===== src/rtl/vrs_rate_combiner_pipe.sv =====
// Variable-rate-shading decision stage: combines per-draw, per-primitive and
// rate-image sources and tags each fragment with its applied rate and shade bit.
module vrs_rate_combiner_pipe #(
  parameter int COORD_W   = 16,
  parameter int TILE_LOG2 = 4,
  parameter int RATE_W    = 2,
  parameter int MAX_RATE  = 2,
  parameter int CNT_W     = 32
) (
  input  logic                           clk,
  input  logic                           rst,
  input  logic                           cfg_enable,
  input  logic [RATE_W-1:0]              cfg_draw_rate,
  input  logic [2:0]                     cfg_comb0_op,
  input  logic [2:0]                     cfg_comb1_op,
  input  logic                           cfg_img_en,
  input  logic                           cfg_img_inval,
  input  logic                           frag_valid,
  output logic                           frag_ready,
  input  logic [COORD_W-1:0]             frag_x,
  input  logic [COORD_W-1:0]             frag_y,
  input  logic [RATE_W-1:0]              frag_prim_rate,
  output logic                           img_req_valid,
  input  logic                           img_req_ready,
  output logic [COORD_W-TILE_LOG2-1:0]   img_req_tx,
  output logic [COORD_W-TILE_LOG2-1:0]   img_req_ty,
  input  logic                           img_rsp_valid,
  input  logic [RATE_W-1:0]              img_rsp_rate,
  output logic                           out_valid,
  input  logic                           out_ready,
  output logic [COORD_W-1:0]             out_x,
  output logic [COORD_W-1:0]             out_y,
  output logic [RATE_W-1:0]              out_rate,
  output logic                           out_shade,
  output logic [CNT_W-1:0]               perf_frags_in,
  output logic [CNT_W-1:0]               perf_frags_shaded,
  output logic [CNT_W-1:0]               perf_img_miss
);

  localparam int TC_W = COORD_W - TILE_LOG2;

  typedef enum logic [1:0] {IDLE, REQ, WAIT} state_t;
  state_t state, state_nxt;

  function automatic logic [RATE_W-1:0] clamp_rate(input logic [RATE_W-1:0] r);
    return (r > RATE_W'(MAX_RATE)) ? RATE_W'(MAX_RATE) : r;
  endfunction

  function automatic logic [RATE_W-1:0] combine(input logic [2:0] op,
                                                input logic [RATE_W-1:0] a,
                                                input logic [RATE_W-1:0] b);
    logic [RATE_W:0] s;
    s = {1'b0, a} + {1'b0, b};
    case (op)
      3'd1:    return b;
      3'd2:    return (a < b) ? a : b;
      3'd3:    return (a > b) ? a : b;
      3'd4:    return (s > (RATE_W+1)'(MAX_RATE)) ? RATE_W'(MAX_RATE) : s[RATE_W-1:0];
      default: return a;
    endcase
  endfunction

  // Anchor of a 2^r x 2^r block: low r bits of both coordinates are zero.
  function automatic logic shade_of(input logic [RATE_W-1:0] r,
                                    input logic [COORD_W-1:0] x,
                                    input logic [COORD_W-1:0] y);
    logic [COORD_W-1:0] mask;
    mask = ~({COORD_W{1'b1}} << r);
    return ((x | y) & mask) == '0;
  endfunction

  logic              tag_valid;
  logic [TC_W-1:0]   tag_tx, tag_ty;
  logic [RATE_W-1:0] tag_rate;
  logic              inval_seen;

  logic [COORD_W-1:0] p_x, p_y;
  logic [RATE_W-1:0]  p_c0;
  logic [2:0]         p_op1;

  logic               accept, need_img, hit, load;
  logic [TC_W-1:0]    frag_tx, frag_ty;
  logic [RATE_W-1:0]  comb0_rate, fast_rate, rsp_rate, ld_rate;
  logic [COORD_W-1:0] ld_x, ld_y;

  assign frag_ready    = (state == IDLE) && (!out_valid || out_ready);
  assign accept        = frag_valid && frag_ready;
  assign frag_tx       = frag_x[COORD_W-1:TILE_LOG2];
  assign frag_ty       = frag_y[COORD_W-1:TILE_LOG2];
  assign need_img      = cfg_enable && cfg_img_en;
  assign hit           = tag_valid && !cfg_img_inval && (tag_tx == frag_tx) && (tag_ty == frag_ty);
  assign comb0_rate    = combine(cfg_comb0_op, clamp_rate(cfg_draw_rate), clamp_rate(frag_prim_rate));
  assign fast_rate     = cfg_enable ? combine(cfg_comb1_op, comb0_rate, need_img ? tag_rate : '0) : '0;
  assign rsp_rate      = combine(p_op1, p_c0, clamp_rate(img_rsp_rate));
  assign img_req_valid = (state == REQ);
  assign img_req_tx    = p_x[COORD_W-1:TILE_LOG2];
  assign img_req_ty    = p_y[COORD_W-1:TILE_LOG2];

  always_comb begin
    state_nxt = state;
    load      = 1'b0;
    ld_x      = frag_x;
    ld_y      = frag_y;
    ld_rate   = fast_rate;
    case (state)
      IDLE: begin
        if (accept) begin
          if (need_img && !hit) state_nxt = REQ;
          else                  load      = 1'b1;
        end
      end
      REQ: begin
        if (img_req_ready) state_nxt = WAIT;
      end
      WAIT: begin
        if (img_rsp_valid) begin
          state_nxt = IDLE;
          load      = 1'b1;
          ld_x      = p_x;
          ld_y      = p_y;
          ld_rate   = rsp_rate;
        end
      end
      default: state_nxt = IDLE;
    endcase
  end

  always_ff @(posedge clk or posedge rst) begin
    if (rst) state <= IDLE;
    else     state <= state_nxt;
  end

  // Combiner-0 result and combiner-1 op are captured at acceptance so the
  // response only needs the final combine.
  always_ff @(posedge clk or posedge rst) begin
    if (rst) begin
      p_x   <= '0;
      p_y   <= '0;
      p_c0  <= '0;
      p_op1 <= '0;
    end else if (state == IDLE && accept) begin
      p_x   <= frag_x;
      p_y   <= frag_y;
      p_c0  <= comb0_rate;
      p_op1 <= cfg_comb1_op;
    end
  end

  always_ff @(posedge clk or posedge rst) begin
    if (rst) begin
      tag_valid  <= 1'b0;
      tag_tx     <= '0;
      tag_ty     <= '0;
      tag_rate   <= '0;
      inval_seen <= 1'b0;
    end else begin
      inval_seen <= (state == WAIT) && !img_rsp_valid && (inval_seen || cfg_img_inval);
      if (state == WAIT && img_rsp_valid) begin
        tag_tx    <= img_req_tx;
        tag_ty    <= img_req_ty;
        tag_rate  <= clamp_rate(img_rsp_rate);
        tag_valid <= !(inval_seen || cfg_img_inval);
      end else if (cfg_img_inval) begin
        tag_valid <= 1'b0;
      end
    end
  end

  always_ff @(posedge clk or posedge rst) begin
    if (rst) begin
      out_valid <= 1'b0;
      out_x     <= '0;
      out_y     <= '0;
      out_rate  <= '0;
      out_shade <= 1'b0;
    end else if (load) begin
      out_valid <= 1'b1;
      out_x     <= ld_x;
      out_y     <= ld_y;
      out_rate  <= ld_rate;
      out_shade <= shade_of(ld_rate, ld_x, ld_y);
    end else if (out_ready) begin
      out_valid <= 1'b0;
    end
  end

  always_ff @(posedge clk or posedge rst) begin
    if (rst) begin
      perf_frags_in     <= '0;
      perf_frags_shaded <= '0;
      perf_img_miss     <= '0;
    end else begin
      if (accept)                               perf_frags_in     <= perf_frags_in + CNT_W'(1);
      if (out_valid && out_ready && out_shade)  perf_frags_shaded <= perf_frags_shaded + CNT_W'(1);
      if (state == REQ && img_req_ready)        perf_img_miss     <= perf_img_miss + CNT_W'(1);
    end
  end

endmodule


===== config.mk =====
export PLATFORM = sky130hd
export DESIGN_NAME = vrs_rate_combiner_pipe
export DESIGN_NICKNAME = d
export VERILOG_FILES = /design/src/rtl/vrs_rate_combiner_pipe.sv
export SDC_FILE = /design/constraint.sdc
export NUM_CORES = 1
export LEC_CHECK = 0
export BUFFER_PORTS_ARGS = -buffer_cell sky130_fd_sc_hd__buf_2
export CAP_MARGIN = 20
export CORE_AREA = 2 2 141 178
export DETAILED_ROUTE_END_ITERATION = 16
export DIE_AREA = 0 0 143 180
export GPL_ROUTABILITY_DRIVEN = 0
export GPL_TIMING_DRIVEN = 0
export HOLD_SLACK_MARGIN = 0.1
export SLEW_MARGIN = 40
export SYNTH_ARGS = -nofsm -noshare
export SYNTH_HDL_FRONTEND = slang
export SYNTH_SLANG_ARGS = --single-unit

===== constraint.sdc =====
create_clock -name clk -period 7.95 [get_ports clk]
set_input_delay 0.795 -clock clk [delete_from_list [all_inputs] [get_ports clk]]
set_output_delay 0.795 -clock clk [all_outputs]
set_load 0.005 [all_outputs]

==> flow_metrics.py, run 1 <==
metrics = {
    "run_status": {
        "status": "finished, final reports clean",
    },
    "floorplan": {
        "io_pins": 211,
        "initial_utilization": 0.3935,
        "die_h_um": 180,
        "fp-row-count": 64,
        "fp.coreArea_um2": 24100,
        "design.die.area_um2": 25740,
        "fp.dieW_um": 143,
    },
    "finish": {
        "final_util": 0.4801,
        "syn_to_final_growth_pct": 22.00,
        "final_cell_mix": "210 x buf_2, 199 x dfrtp_1, 168 x nand2_1",
        "final_cells": 1485,
        "final_common_cell": "buf_2",
        "drive_above_1_share": 0.2485,
        "fin_nets": 1213,
        "antenna_cells": 0,
    },
    "flow_run": {
        "maxCapViolations": 0,
    },
    "power_and_ir_drop": {
        "seq_power_share": 0.462,
        "vdd_ir_drop_max_mv": 0.1640,
        "internal_power_mw": 2.084,
        "p_clk_frac": 0.282,
        "p_per_area_nw_per_um2": 264.8,
        "p_switching_mw": 0.9795,
        "switching_share": 0.3197,
        "power_mw": 3.064,
        "cellLeakagePower_nw": 6.018,
        "pwr-share-comb": 0.256,
    },
    "clock_tree": {
        "htreeDepth": 4,
        "clock_sinks": 199,
        "numCtsBuffers": 17,
        "cts_tree": "yes",
        "cts_resized": 0,
        "cts_root_buffer": "clkbuf_16",
        "clock_latency_ns": 0.45,
        "clk_path_buf_depth": 2,
        "hold_buffers": 0,
        "clkSlewWorstSetupHoldPaths_ns": 0.07,
        "post_cts_buffers": 0,
    },
    "critical_path": {
        "slowest_stage": "a211oi_1",
        "cp-end-kind": "flip-flop",
        "worst-path-buf-inv": 2,
        "max_stage_delay_ns": 0.51,
        "path_common_cell": "nor2b_1",
        "path_cells": "buf_2, nor2b_1, and3_1, fa_1, o211a_1, a211oi_1, inv_1, ha_1, nor2b_1, o21ai_0, mux2i_1, nor2_1, a2111oi_0, o41ai_1, mux2_2",
        "crit_required_ns": 8.27,
        "crit_type": "in -> reg",
        "cp.arrival_ns": 4.53,
        "start_kind": "input port",
        "cp_top_family": "compound AO/OA/AOI/OAI gates",
        "worstPathMaxFanout": 6,
        "regToRegSetupSlack_ns": 5.33,
    },
    "place": {
        "numPortBuffers": 207,
        "post-place-ws_ns": 3.321,
        "dp_hpwl_um": 18050,
        "dp.cells": 1453,
    },
    "global_route": {
        "grt_pass1_vias": 7398,
        "grt_usage": 0.1938,
        "gr-total-overflow": 0,
        "grt_pass1_wl_um": 39410,
        "grt_max_degree": 77,
        "antenna_found_initial": 1,
    },
    "sta": {
        "fin_ws_ns": 3.742,
        "tightest_slew_ns": 0.7214,
        "final-max-slew-violation-count": 0,
        "hold_ws_ns": 0.3638,
        "fin_crit_sh": 0.5293,
        "hold_viol_final": 0,
        "fin_skew_ns": 0.01331,
        "max_clock_freq_mhz": 237.7,
        "rsz0062_at_grt": "no",
        "max-slew-margin-rel": 0.5154,
        "period_minus_slack_ns": 4.208,
        "setup_viol": 0,
    },
    "route": {
        "routedWlPerCell_um": 16.34,
        "routed_wl_um": 24260,
        "avgViaCountPerCell": 4.975,
        "num_vias": 7388,
        "drt_first_pass_iters": 4,
        "drc": 0,
        "ant_nets": 0,
        "drt-initial-drc-count": 356,
    },
    "synth": {
        "postSynthRegisterBits": 199,
        "ys_warn_count": 0,
        "syn-num-nets": 985,
        "synthArstFlopShare": 1.000,
        "synth_flop_cell": "dfrtp_1",
        "syn-instance-count": 914,
        "ys_types": 62,
        "synth_edf_count": 0,
        "syn_avg_cell_area_um2": 10.38,
        "netlist_area_um2": 9485,
        "yosysSeqAreaShare": 0.5250,
    },
    "min_path": {
        "hold_class": "in -> async",
    },
}
kinds of logic (layout without fill, tap and decap cells):
family | Yosys count | after routing | synth area share
AND/OR/NAND/NOR | 376 | 376 | 0.1950
flip-flops | 199 | 199 | 0.5250
XOR/XNOR | 119 | 119 | 0.1115
multiplexers | 12 | 12 | 0.01319
buffers and inverters | 81 | 322 | 0.04313
adder cells (fa/ha/maj) | 18 | 18 | 0.02612
AO/OA/AOI/OAI | 109 | 109 | 0.08614
layout make-up:
| class | count | area, µm² |
|---|---|---|
| timing repair buffer | 209 | 1091 |
| sequential | 199 | 4980 |
| buffer | 58 | 322.8 |
| inverter | 23 | 93.84 |
| tap | 330 | 412.9 |
| clock buffer | 21 | 460.4 |
| fill | 2259 | 12530 |
| multi-input combinational | 634 | 4096 |
| clock inverter | 11 | 115.1 |
flip-flops by register name, summed over array words and instances (netlist names), 3 cells and up:
register,flops
perf_frags_in,32
perf_frags_shaded,32
perf_img_miss,32
out_x,16
out_y,16
p_x,16
p_y,16
tag_tx,12
tag_ty,12
p_op1,3
cells in the mapped netlist, types with 15 or more instances:
library cell    n  share of area
ha_1           15          0.020
and2_1         27          0.018
clkbuf_1       28          0.011
a221o_1        24          0.025
dfrtp_1       199           0.52
o21ai_0        23          0.012
xor2_1         47          0.043
nor2_1         51          0.020
nand3_1        29          0.015
xnor2_1        70          0.065
buf_4          25          0.020
a21o_1         24          0.019
and3_1         16          0.011
nand4_1        21          0.014
nand2_1       168          0.066
inv_1          23         0.0091
metal layers:
metal / global-route usage / part of all wire / vias up
li1: - / - / 3553
met1: 0.2553 / 0.45 / 3609
met2: 0.3169 / 0.48 / 197
met3: 0.04768 / 0.060 / 27
met4: 0.05426 / 0.014 / 2
met5: 0 / 0.00054 / -
worst paths after layout:
path / start / endpoint / cells past startpoint
setup / recovery: cfg_draw_rate[1] / out_rate[0] / 15
hold / removal: rst / perf_frags_shaded[29] / 2
setup reg to reg: tag_tx[3] / out_x[1] / 9
hold reg to reg: perf_frags_shaded[31] / perf_frags_shaded[31] / 1
max in group asynchronous: rst / out_rate[1] / 3
min in group clk: perf_frags_shaded[31] / perf_frags_shaded[31] / 1
through the flow:
stage | area [µm²] | setup TNS [ns]
after global placement | 10930 | -160.52
after CTS | 11570 | 0
after global routing | 11570 | 0
after detailed placement | 11000 | 0
final | 11570 | 0
after floorplan | 9485 | 0
power groups by stage:
stage	clock network, mW	logic (mW)	registers (mW)
global route	0.938	0.879	1.45
floorplan	0	0.468	1.40
finish	0.865	0.785	1.41
global placement	0	0.779	1.43
detailed placement	0	0.799	1.43
CTS	0.888	0.800	1.41
Note: power is estimated with default switching activity, not from simulation.
==> inputs of run 2 (changes only) <==
ABC_AREA = 1   (was unset)
CORE_AREA = 2 2 144 181   (was 2 2 141 178)
DIE_AREA = 0 0 146 183   (was 0 0 143 180)
clock period = 3.7 ns   (was 7.95 ns; I/O delays follow)
==> run 2 against run 1 <==
  * First-iteration DRC count fell by 4.2%
  * Clock-buffer cell count unchanged
  * Non-clock buffer count shrank 3
  * Worst hold slack got worse by 0.21 ns
  * Area after synthesis up 3.6%
  * Setup slack got worse by 3.3 ns
  * Sequential cell count unchanged
  * Die area grew 3.8%
  * Largest power group unchanged
==> flow_metrics.py, run 2 <==
metrics = {
    "synth": {
        "postSynthRegisterBits": 199,
        "yosysSeqAreaShare": 0.5069,
        "ys_warn_count": 0,
        "synth_flop_cell": "dfrtp_1",
        "ys_top_cells_by_area": "dfrtp_1 51%, nand2_1 11%, inv_1 5.7%",
        "netlist_area_um2": 9824,
        "syn-num-nets": 1176,
        "syn_avg_cell_area_um2": 8.891,
        "synth_top_cell_by_area": "dfrtp_1",
        "ys_types": 44,
        "synth_top_area_frac": 0.5069,
        "yosysMostFrequentCell": "nand2_1",
        "syn-instance-count": 1105,
        "synthArstFlopShare": 1.000,
        "post_synth_most_frequent_cells": "284 x nand2_1, 199 x dfrtp_1, 150 x inv_1",
        "synth_edf_count": 0,
    },
    "critical_path": {
        "path_common_cell": "nand2_1",
        "slowest_stage": "fa_1",
        "worstSetupEndpoint": "out_shade",
        "r2r_start": "tag_tx[1]",
        "regToRegSetupSlack_ns": 1.03,
        "cp.arrival_ns": 3.55,
        "worstReg2RegEnd": "out_y[12]",
        "cp_top_family": "simple AND/OR/NAND/NOR gates",
        "crit_required_ns": 4.03,
        "max_stage_delay_ns": 0.47,
        "start_kind": "input port",
        "reg2reg_depth": 12,
        "crit_type": "in -> reg",
        "worstPathMaxFanout": 6,
        "crit_path_start": "cfg_draw_rate[1]",
        "cp-end-kind": "flip-flop",
        "worst-path-buf-inv": 7,
        "cp_num_cells": 27,
    },
    "floorplan": {
        "initial_utilization": 0.3922,
        "fp.dieW_um": 146,
        "fp-row-count": 65,
        "io_pins": 211,
        "fp.coreArea_um2": 25050,
        "design.die.area_um2": 26720,
        "die_h_um": 183,
    },
    "min_path": {
        "whs_path_depth": 3,
        "hold_class": "in -> reg",
    },
    "place": {
        "dp_hpwl_um": 18910,
        "numPortBuffers": 210,
    },
    "sta": {
        "setup_tns_ns": 0,
        "max_clock_freq_mhz": 310.6,
        "period_minus_slack_ns": 3.220,
        "fin_crit_sh": 0.8702,
        "tightest_slew_ns": 0.6860,
        "hold_viol_final": 0,
        "max-slew-margin-rel": 0.5427,
        "fin_skew_ns": 0.01438,
        "setup_viol": 0,
        "rsz0062_at_grt": "no",
        "final-max-slew-violation-count": 0,
    },
    "clock_tree": {
        "htreeDepth": 4,
        "clock_sinks": 199,
        "clkSlewWorstSetupHoldPaths_ns": 0.07,
        "numCtsBuffers": 17,
        "clk_path_buf_depth": 2,
        "clock_latency_ns": 0.44,
        "cts_root_buffer": "clkbuf_16",
        "cts_tree": "yes",
    },
    "route": {
        "drc": 0,
        "drt_first_pass_iters": 7,
        "routedWlPerCell_um": 14.65,
        "routed_wl_um": 24820,
        "num_vias": 7982,
        "avgViaCountPerCell": 4.712,
        "ant_nets": 0,
        "drt-initial-drc-count": 341,
    },
    "finish": {
        "final_common_cell": "nand2_1",
        "fin_nets": 1415,
        "fillCellCount": 2487,
        "drive_above_1_share": 0.2321,
        "final_cell_mix": "284 x nand2_1, 214 x buf_2, 199 x dfrtp_1",
        "top_regs": "perf_frags_in (32), perf_frags_shaded (32), perf_img_miss (32)",
        "final_util": 0.4828,
        "syn_to_final_growth_pct": 23.10,
    },
    "power_and_ir_drop": {
        "cellLeakagePower_nw": 6.495,
        "power_mw": 6.490,
        "p_per_area_nw_per_um2": 536.6,
        "vdd_ir_drop_max_mv": 0.3026,
    },
    "global_route": {
        "grt_max_degree": 26,
        "grt_usage": 0.1915,
        "grt_pass1_wl_um": 40700,
        "grt_pass1_vias": 7922,
        "gr-total-overflow": 0,
        "antenna_found_initial": 5,
    },
    "flow_run": {
        "maxCapViolations": 0,
    },
    "run_status": {
        "status": "finished, final reports clean",
    },
}
run 2: cell count changes after synthesis, moves of 16 or more:
cell | previous run | this run
and3_1 | 16 | 0
a21o_1 | 24 | 0
inv_1 | 23 | 150
o21ai_0 | 23 | 62
and2_1 | 27 | 0
xnor2_1 | 70 | 41
nand2_1 | 168 | 284
o211ai_1 | 2 | 29
a221o_1 | 24 | 0
run 2: per-layer routing:
metal | track usage | routed length (µm)
met4 | 0.06913 | 574
met1 | 0.2436 | 10920
met3 | 0.05721 | 1706
met2 | 0.3111 | 11580
met5 | 0 | 44
run 2: power breakdown:
part	switching, mW	internal [mW]	leakage (nW)	total, mW
combinational	0.893	0.741	3.70	1.63
sequential	0.375	2.66	2.52	3.03
clock	0.865	0.959	0.270	1.82
total	2.13	4.36	6.50	6.49
run 2: cell type report:
class                           count  area [µm²]  share of cell area
Sequential cell                   199        4980              0.4118
Multi-Input combinational cell    710        4019              0.3323
Timing Repair Buffer              220        1279              0.1057
Inverter                          152       574.3             0.04749
Clock buffer                       21       450.4             0.03724
Tap cell                          335       419.2             0.03466
Buffer                             44       260.3             0.02152
Clock inverter                     11       107.6            0.008897
Antenna cell                        2       5.005           0.0004138
run 2: logic make-up (layout without fill, tap and decap cells):
logic type,after synthesis,in the layout,share of synthesized area
other,0,2,0
adder cells (fa/ha/maj),18,18,0.02522
AO/OA/AOI/OAI,118,118,0.07132
flip-flops,199,199,0.5069
multiplexers,1,1,0.001146
buffers and inverters,196,448,0.08456
AND/OR/NAND/NOR,475,475,0.2235
XOR/XNOR,98,98,0.08737
run 2: repair_timing:
item | 4_1_cts | 5_1_grt
hold buffers | 1 | 0
endpoints found under the setup margin | 0 | 1
setup buffers | 0 | 0
hold endpoints to repair | 15 | 0
resized for setup | 0 | 1
run 2: how the worst min path moves through the flow:
stage | startpoint | endpoint | slack, ns
finish | frag_x[3] | p_x[3] | 0.16
CTS | frag_y[3] | p_y[3] | 0.14
global route | frag_x[3] | p_x[3] | 0.15
global placement | perf_frags_in[31] | perf_frags_in[31] | 0.46
floorplan | p_y[3] | p_y[3] | 0.44
detailed placement | rst | perf_frags_shaded[23] | 0.40
run 2: through the flow:
step / hold WS [ns] / instance area, µm² / setup WS (ns) / instances
after floorplan: 0.4422 / 9828 / 0.5718 / 1105
after global placement: 0.4568 / 11300 / -0.6231 / 1650
after detailed placement: 0.4012 / 11520 / -0.1962 / 1659
after CTS: 0.1417 / 12080 / 0.2768 / 1692
after global routing: 0.1543 / 12090 / 0.08219 / 1692
final: 0.1575 / 12090 / 0.4802 / 1694
run 2: tightest hold or removal path, delay by kind of cell:
family                 cells  cell delay, ns
and+or+nand+nor            2            0.11
buffers and inverters      1            0.09
